File: src/rtl/avalon_hex_pkg.sv
// Shared constants for the Avalon hex display controller: register map,
// reset values, blank code and the active-low 7-segment glyph table.
package avalon_hex_pkg;

  localparam logic [1:0] ADDR_DATA   = 2'd0;
  localparam logic [1:0] ADDR_ENABLE = 2'd1;
  localparam logic [1:0] ADDR_BLINK  = 2'd2;
  localparam logic [1:0] ADDR_STATUS = 2'd3;

  localparam logic [6:0] BLANK_CODE = 7'h7F;
  localparam logic [5:0] ENABLE_RST = 6'h3F;

  // Index n holds the glyph for nibble n; bit0 = segment a .. bit6 = segment g.
  localparam logic [15:0][6:0] SEG_TABLE = {
    7'h0E, 7'h06, 7'h21, 7'h46, 7'h03, 7'h08, 7'h10, 7'h00,
    7'h78, 7'h02, 7'h12, 7'h19, 7'h30, 7'h24, 7'h79, 7'h40
  };

endpackage

File: src/rtl/hex7seg.sv
// Combinational nibble to active-low 7-segment decoder.
module hex7seg
  import avalon_hex_pkg::*;
(
  input  logic [3:0] i_nibble,
  output logic [6:0] o_seg
);

  assign o_seg = SEG_TABLE[i_nibble];

endmodule

File: src/rtl/avalon_hex_ctrl.sv
// Avalon-MM responder driving six 7-segment digits with per-digit enable and blink.
// The blink counter, BLINK and STATUS registers exist only with AVALON_HEX_BLINK_EN defined.
module avalon_hex_ctrl
  import avalon_hex_pkg::*;
#(
  parameter int unsigned BLINK_DIV = 25000000
) (
  input  logic        clk,
  input  logic        reset_n,
  input  logic [1:0]  avs_address,
  input  logic        avs_read,
  input  logic        avs_write,
  input  logic [31:0] avs_writedata,
  input  logic [3:0]  avs_byteenable,
  output logic [31:0] avs_readdata,
  output logic        avs_readdatavalid,
  output logic [6:0]  hex0,
  output logic [6:0]  hex1,
  output logic [6:0]  hex2,
  output logic [6:0]  hex3,
  output logic [6:0]  hex4,
  output logic [6:0]  hex5
);

  logic [23:0] r_data;
  logic [5:0]  r_enable;
  logic        r_rdvalid;
  logic [31:0] r_rddata;
  logic [6:0]  r_hex [6];
  logic [6:0]  w_glyph [6];
  logic [5:0]  w_blink_rd;
  logic        w_phase_rd;
  logic [5:0]  w_blink_blank;
  logic [31:0] w_rdmux;
  logic        w_rd_accept;
  logic        w_unused;

  if (BLINK_DIV < 2 || BLINK_DIV > 67108863) begin : g_bad_div
    $error("BLINK_DIV out of range 2..2^26-1");
  end

  // A simultaneous write wins; the read is dropped.
  assign w_rd_accept = avs_read && !avs_write;
  assign w_unused    = ^{avs_writedata[31:24], avs_byteenable[3]};

  always_ff @(posedge clk or negedge reset_n) begin
    if (!reset_n) begin
      r_data   <= '0;
      r_enable <= ENABLE_RST;
    end else if (avs_write) begin
      if (avs_address == ADDR_DATA) begin
        if (avs_byteenable[0]) r_data[7:0]   <= avs_writedata[7:0];
        if (avs_byteenable[1]) r_data[15:8]  <= avs_writedata[15:8];
        if (avs_byteenable[2]) r_data[23:16] <= avs_writedata[23:16];
      end
      if (avs_address == ADDR_ENABLE && avs_byteenable[0]) begin
        r_enable <= avs_writedata[5:0];
      end
    end
  end

`ifdef AVALON_HEX_BLINK_EN
  localparam logic [25:0] DIV_LAST = 26'(BLINK_DIV - 1);

  logic [5:0]  r_blink;
  logic [25:0] r_cnt;
  logic        r_phase;

  // A STATUS write restarts the half-period with digits visible.
  always_ff @(posedge clk or negedge reset_n) begin
    if (!reset_n) begin
      r_blink <= '0;
      r_cnt   <= '0;
      r_phase <= 1'b1;
    end else begin
      if (avs_write && avs_address == ADDR_BLINK && avs_byteenable[0]) begin
        r_blink <= avs_writedata[5:0];
      end
      if (avs_write && avs_address == ADDR_STATUS) begin
        r_cnt   <= '0;
        r_phase <= 1'b1;
      end else if (r_cnt == DIV_LAST) begin
        r_cnt   <= '0;
        r_phase <= ~r_phase;
      end else begin
        r_cnt <= r_cnt + 26'd1;
      end
    end
  end

  assign w_blink_rd    = r_blink;
  assign w_phase_rd    = r_phase;
  assign w_blink_blank = r_blink & {6{~r_phase}};
`else
  assign w_blink_rd    = '0;
  assign w_phase_rd    = 1'b0;
  assign w_blink_blank = '0;
`endif

  always_comb begin
    w_rdmux = '0;
    case (avs_address)
      ADDR_DATA:   w_rdmux = {8'h00, r_data};
      ADDR_ENABLE: w_rdmux = {26'd0, r_enable};
      ADDR_BLINK:  w_rdmux = {26'd0, w_blink_rd};
      ADDR_STATUS: w_rdmux = {31'd0, w_phase_rd};
      default:     w_rdmux = '0;
    endcase
  end

  // Fixed one-cycle read latency; data holds between valid pulses.
  always_ff @(posedge clk or negedge reset_n) begin
    if (!reset_n) begin
      r_rdvalid <= 1'b0;
      r_rddata  <= '0;
    end else begin
      r_rdvalid <= w_rd_accept;
      if (w_rd_accept) r_rddata <= w_rdmux;
    end
  end

  for (genvar gi = 0; gi < 6; gi++) begin : g_digit
    hex7seg u_hex7seg (
      .i_nibble (r_data[4*gi +: 4]),
      .o_seg    (w_glyph[gi])
    );
  end

  always_ff @(posedge clk or negedge reset_n) begin
    if (!reset_n) begin
      for (int i = 0; i < 6; i++) r_hex[i] <= SEG_TABLE[0];
    end else begin
      for (int i = 0; i < 6; i++) begin
        r_hex[i] <= (!r_enable[i] || w_blink_blank[i]) ? BLANK_CODE : w_glyph[i];
      end
    end
  end

  assign avs_readdata      = r_rddata;
  assign avs_readdatavalid = r_rdvalid;
  assign hex0 = r_hex[0];
  assign hex1 = r_hex[1];
  assign hex2 = r_hex[2];
  assign hex3 = r_hex[3];
  assign hex4 = r_hex[4];
  assign hex5 = r_hex[5];

endmodule

File: config.mk
export PLATFORM = sky130hd
export DESIGN_NAME = avalon_hex_ctrl
export DESIGN_NICKNAME = d
export VERILOG_FILES = /design/src/rtl/avalon_hex_pkg.sv /design/src/rtl/hex7seg.sv /design/src/rtl/avalon_hex_ctrl.sv
export SDC_FILE = /design/constraint.sdc
export NUM_CORES = 1
export LEC_CHECK = 0
export ABC_AREA = 1
export ABC_CLOCK_PERIOD_IN_PS = 1800
export CAP_MARGIN = 20
export CORE_MARGIN = 3
export CORE_UTILIZATION = 30
export DETAILED_ROUTE_END_ITERATION = 16
export PLACE_DENSITY_LB_ADDON = 0.12
export REMOVE_ABC_BUFFERS = 1
export SLEW_MARGIN = 10
export SYNTH_ARGS = -nofsm -noshare
export SYNTH_HDL_FRONTEND = slang
export SYNTH_SLANG_ARGS = --single-unit
export TNS_END_PERCENT = 20
File: constraint.sdc
create_clock -name clk -period 1.8 [get_ports clk]
set_input_delay 0.27 -clock clk [delete_from_list [all_inputs] [get_ports clk]]
set_output_delay 0.27 -clock clk [all_outputs]
set_load 0.02 [all_outputs]
=== Word level (Yosys, flattened, before mapping) ===
Memory sizes are Yosys's and may differ from the RTL's.
Index checks and enable logic that the tools add are counted.

* Latch bits: 0
* Input port bits: 42
* Word-level logic and storage cells: 49
* ROM bits: 672
* Bits in writable memories: 0
* Memories: 6
* Bits in registers: 105

* Muxes and demuxes: 13
* Bitwise operators: 0
* $lt $le $gt $ge: 6
* Add/subtract/negate cells: 0
* Shift operators: 0
* Divide/modulo/power cells: 0
* Equal/unequal tests: 3
* Multipliers: 0
* Reductions and logical operators: 9

{| class="wikitable"
|+ Memories
! name !! words !! bits a word !! rd ports !! clocked after Yosys merged registers in !! write ports !! line !! text
|-
| (no name shown) || 16 || 7 || 1 || 0 || 0 || hex7seg.sv:9 || <nowiki>assign o_seg = SEG_TABLE[i_nibble];</nowiki>
|-
| (no name shown) || 16 || 7 || 1 || 0 || 0 || hex7seg.sv:9 ||
|-
| (no name shown) || 16 || 7 || 1 || 0 || 0 || hex7seg.sv:9 ||
|-
| (no name shown) || 16 || 7 || 1 || 0 || 0 || hex7seg.sv:9 ||
|-
| (no name shown) || 16 || 7 || 1 || 0 || 0 || hex7seg.sv:9 ||
|-
| (no name shown) || 16 || 7 || 1 || 0 || 0 || hex7seg.sv:9 ||
|}

{| class="wikitable"
|+ Operators by type and width
! operator !! count
|-
| one-hot mux 32 bit (3 select lines) || 1
|-
| 2-to-1 mux 7 bit || 12
|-
| < comparator 4 x 5 -> 1 bit, second input constant || 6
|-
| AND reduction 3 bit || 3
|-
| equality test 2 bit, second input constant || 2
|-
| equality test 2 x 1 -> 1 bit, second input constant || 1
|-
| logical AND 1 bit || 2
|-
| zero test 2 bit || 1
|-
| AND reduction 2 bit || 1
|-
| OR reduction 2 bit || 1
|-
| zero test 1 bit || 1
|}

=== Logic depth before layout (Yosys ltp) ===
* Word-level depth: 3
* Mapped depth: 7
* Mapped depth without buffers: 7

=== Modules after synthesis ===
From an unflattened synthesis, not the netlist that was laid out.

* Cells, all modules: 697
* Area total of the unflattened synthesis: 5440.2 µm²

{| class="wikitable"
|+ By module, submodules not included
! module !! times used !! area an instance (µm²) !! seq. area each (µm²) !! cells each
|-
| avalon_hex_ctrl || 1 || 3792.4 || 2442.3 || 403
|-
| hex7seg at g_digit[1].u_hex7seg ... || 5 || 274.0 || 0.0 || 49
|-
| hex7seg at g_digit[0].u_hex7seg || 1 || 277.8 || 0.0 || 49
|}

=== Least setup slack after synthesis ===
No wires, ideal clock.

* Path kind: register -> register
* From: reg r_data[20]
* To: reg r_hex (netlist bit hex5[3])
* Clock period less this slack: 1181 ps
* Arrival: 1048 ps
* Library setup time: 133 ps
* Stages on the path, launching flop included: 8
* Required time: 1667 ps
* Slack: 619 ps
* Path through: dfrtp_1 > inv_1 > ha_1 > inv_1 > nand2_1 > nand2_1 > nand2_1 > nand3_1

* Word-level cells in the longest chain between the ends: 3

{| class="wikitable"
|+ Ends and longest elaborated chain
! item !! line !! text
|-
| start: declaration || avalon_hex_ctrl.sv:25 || <nowiki>logic [23:0] r_data;</nowiki>
|-
| start signal: assignment || avalon_hex_ctrl.sv:54 || <nowiki>if (avs_byteenable[2]) r_data[23:16] <= avs_writedata[23:16];</nowiki>
|-
| memory read (16 x 7 bit) || -- ||
|-
| 2-to-1 mux 7 bit (not written as such) || hex7seg.sv:9 ||
|-
| 2-to-1 mux 7 bit || avalon_hex_ctrl.sv:134 || <nowiki>r_hex[i] <= (!r_enable[i] || w_blink_blank[i]) ? BLANK_CODE : w_glyph[i];</nowiki>
|-
| end signal: indexed assignment || avalon_hex_ctrl.sv:134 ||
|-
| end: declaration || avalon_hex_ctrl.sv:29 || <nowiki>logic [6:0] r_hex [6];</nowiki>
|}

Every way passes these cells. The select of a mux whose other input is x is not followed.
A chain may end at the register's enable or synchronous reset.

=== Worst setup path in the final report ===
* From: reg r_hex (netlist bit hex4[6])
* To: out hex4[6]

{| class="wikitable"
|+ RTL lines
! item !! line !! text
|-
| end: declaration || avalon_hex_ctrl.sv:21 || <nowiki>output logic [6:0] hex4,</nowiki>
|}

No word-level cell between the ends.

==> out/metrics.csv <==
stage;metric;value;unit
run_status;outcome;complete, no violations;
synth;synth-compound-area-share;0.0665;
floorplan;io_pins;117;
synth;synth_xor_area_frac;0;
hold_path;min_path_type;in -> async;
pwr;leakagePower;3.02;nW
synth;synth-async-reset-ratio;1.00;
final_layout;areaGrowthSynthToFinish;28.4;%
global_routing;grt_pass1_wl;19.9;mm
cts;cts-htree-levels;3;
critical_path;crit_chain;clkdlybuf4s50_1;
synth;synth_common_cells;196 x nand2_1, 114 x nand3_1, 85 x dfrtp_1;
synth;syn_inst;589;
routing;firstDrtPassIters;4;
place;postPlaceCellArea;6240;sq um
sta;setup_viol;0;
final_layout;antennaDiodeCount;0;
cts;cts.reportedPaths.clkPinSlew;0.06;ns
cts;clock-sinks;97;
global_routing;grt_overflow;0;
sta;finalCritPeriodShare;0.961;
sta;fmax;0.578;GHz
global_routing;grt_max_degree;56;
critical_path;worst_setup_path_end_kind;primary output;
critical_path;crit_fanout;1;
sta;finalCriticalPeriod;1.73;ns
synth;yosys.area_share.simple;0.269;
synth;netlist_area;5080;sq um
flow_run;maxCapViolCount;0;
synth;yosysTopAreaCell;dfrtp_1;
sta;max_slew_margin;0.657;
global_routing;grt_pass1_vias;3929;
global_routing;track_usage;0.136;
critical_path;start_kind;flip-flop;
pwr;p_per_area;1080;nW/um^2
cts;cts_root_buf;clkbuf_16;
critical_path;crit_path_max_incr_delay;0.60;ns
place;routabilityCongestion;0.828;
place;portBuffers;99;
floorplan;core;16200;sq um
critical_path;required;1.53;ns
final_layout;drive_above_1_share;0.0889;
synth;yosys.cell_count.top_type;nand2_1;
routing;vias;4082;
synth;synth_area_leaders;dfrtp_1 42%, nand2_1 14%, nand3_1 11%;
routing;drc;0;
synth;synth_edf_count;0;
critical_path;setup.worst_path.class;reg -> out;
critical_path;crit_buf_inv;1;
critical_path;worst_path_dominant_cell_family;buffers and inverters;
sta;setup_tns;0;ns
routing;antenna_left;0;
pwr;p_total;0.00702;W
sta;rsz0062_at_grt;no;
floorplan;start_util;0.313;
routing;finalWirelength;12.2;mm
sta;tightest_slew;0.514;ns
sta;final-hold-violation-count;0;
floorplan;dieArea;18500;sq um
floorplan;die_width;136;microns
routing;wl_per_cell;13.5;microns
synth;synth_area_per_cell;8.62;sq um
floorplan;num_rows;46;
global_routing;antenna_found_initial;0;
pwr;ir_drop;0.485;mV
critical_path;arrival;1.46;ns
sta;fin_skew;0.00554;ns
cts;cts_tree;built;
synth;yosysTopAreaCellShare;0.419;
synth;synth_seq_cells;97;
place;hpwl;9.09;mm
synth;ys.flop_type;dfrtp_1;
cts;clk_latency;0.34;ns
synth;ys.warnings.count;0;
routing;dr.first_iter.drc_count;177;
final_layout;final_nets;766;
routing;vias_per_cell;4.53;
synth;yosysSeqAreaShare;0.481;
synth;synthMuxAreaShare;0;
final_layout;fin_area;6520;sq um
floorplan;die_y;136;microns
synth;synth_cell_types;20;
critical_path;crit_path_top_delay_cell;clkdlybuf4s50_1;
cts;clk_path_buf_depth;2;
sta;slew_viol_final;0;
synth;synth_fa_ha_area_frac;0.103;
cts;cts_buffers;9;
synth;synth_top_family_by_area;simple AND/OR/NAND/NOR gates;
[cells in the final DEF, fill, tap and decap left out]
cell type and instances:
nor2_2 1, o21ai_0 20, inv_2 1, buf_4 8, nor2_1 2, nand3_1 114, o211ai_1 6, nor2_4 2
clkinv_1 2, clkbuf_8 2, dlygate4sd3_1 1, nand2_1 196, buf_12 2, dfstp_2 12, inv_1 47, clkbuf_1 4
conb_1 8, dfrtp_1 85, ha_1 42, clkdlybuf4s50_1 98, o21ai_2 22, nand2_4 2, clkbuf_16 9
[sequential cells by signal, indices dropped and copies added, names as in the netlist]
name and flops:
r_enable 6, hex0 7, hex4 7, hex1 7, hex3 7, hex2 7
avs_readdata 24, r_data 24, hex5 7, avs_readdatavalid 1
[stage by stage]
stage	worst slack (ns)	hold WS (ns)	utilization	std cells
2_1_floorplan	0.607	-0.0256	-	562
3_3_place_gp	0.0864	0.188	0.384	886
3_5_place_dp	0.0563	0.190	0.384	886
4_1_cts	0.0453	0.371	0.402	902
5_1_grt	0.0233	0.391	0.402	902
6_report	0.0705	0.368	0.402	902
[per-layer routing]
metal / vias up / global-route usage / part of all wire
li1: 2054 / - / -
met1: 1924 / 0.170 / 0.43
met2: 91 / 0.228 / 0.49
met3: 13 / 0.0366 / 0.060
met4: 0 / 0.0476 / 0.019
met5: - / 0 / 0
[report_power, final]
group / switching [W] / internal, W
logic: 0.00126 / 0.000968
clock network: 0.000765 / 0.00101
registers: 0.000405 / 0.00261
total: 0.00243 / 0.00459
[cell type report]
cell class,instances,area [sq um]
timing repair buffer,109,1090
inverter,50,188
sequential,97,2440
fill,1691,9710
clock buffer,15,268
tap,216,270
multi-input combinational,415,2260
[path summary, 6_finish.rpt]
check | startpoint | to | slack, ns | depth (start not counted)
worst max-delay path | hex4[6]$_DFF_PN1_ | hex4[6] | 0.07 | 1
worst min-delay path | reset_n | hex3[5]$_DFF_PN0_ | 0.37 | 2
worst min register to register | avs_readdata[9]$_DFFE_PN0P_ | avs_readdata[9]$_DFFE_PN0P_ | 0.48 | 2
worst max register to register | r_data[20]$_DFFE_PN0P_ | hex5[3]$_DFF_PN0_ | 0.43 | 7
min in group clk | avs_readdata[9]$_DFFE_PN0P_ | avs_readdata[9]$_DFFE_PN0P_ | 0.48 | 2
max in group asynchronous | reset_n | r_enable[5]$_DFFE_PN1P_ | 0.79 | 3
[repair_timing]
action                                 CTS  global route
resized for setup                        0             0
buffers inserted                         0             0
endpoints found under the hold margin   19             0
hold buffers                             1             0
[cell families (layout without fill, tap and decap cells)]
group                      after synthesis  in the layout
other                                    1              8
DFF                                     97             97
and+or+nand+nor                        317            317
adders and majority gates               42             42
buffers and inverters                   84            174
AOI/OAI and AO/OA                       48             48
(Power assumes the default switching activity.)
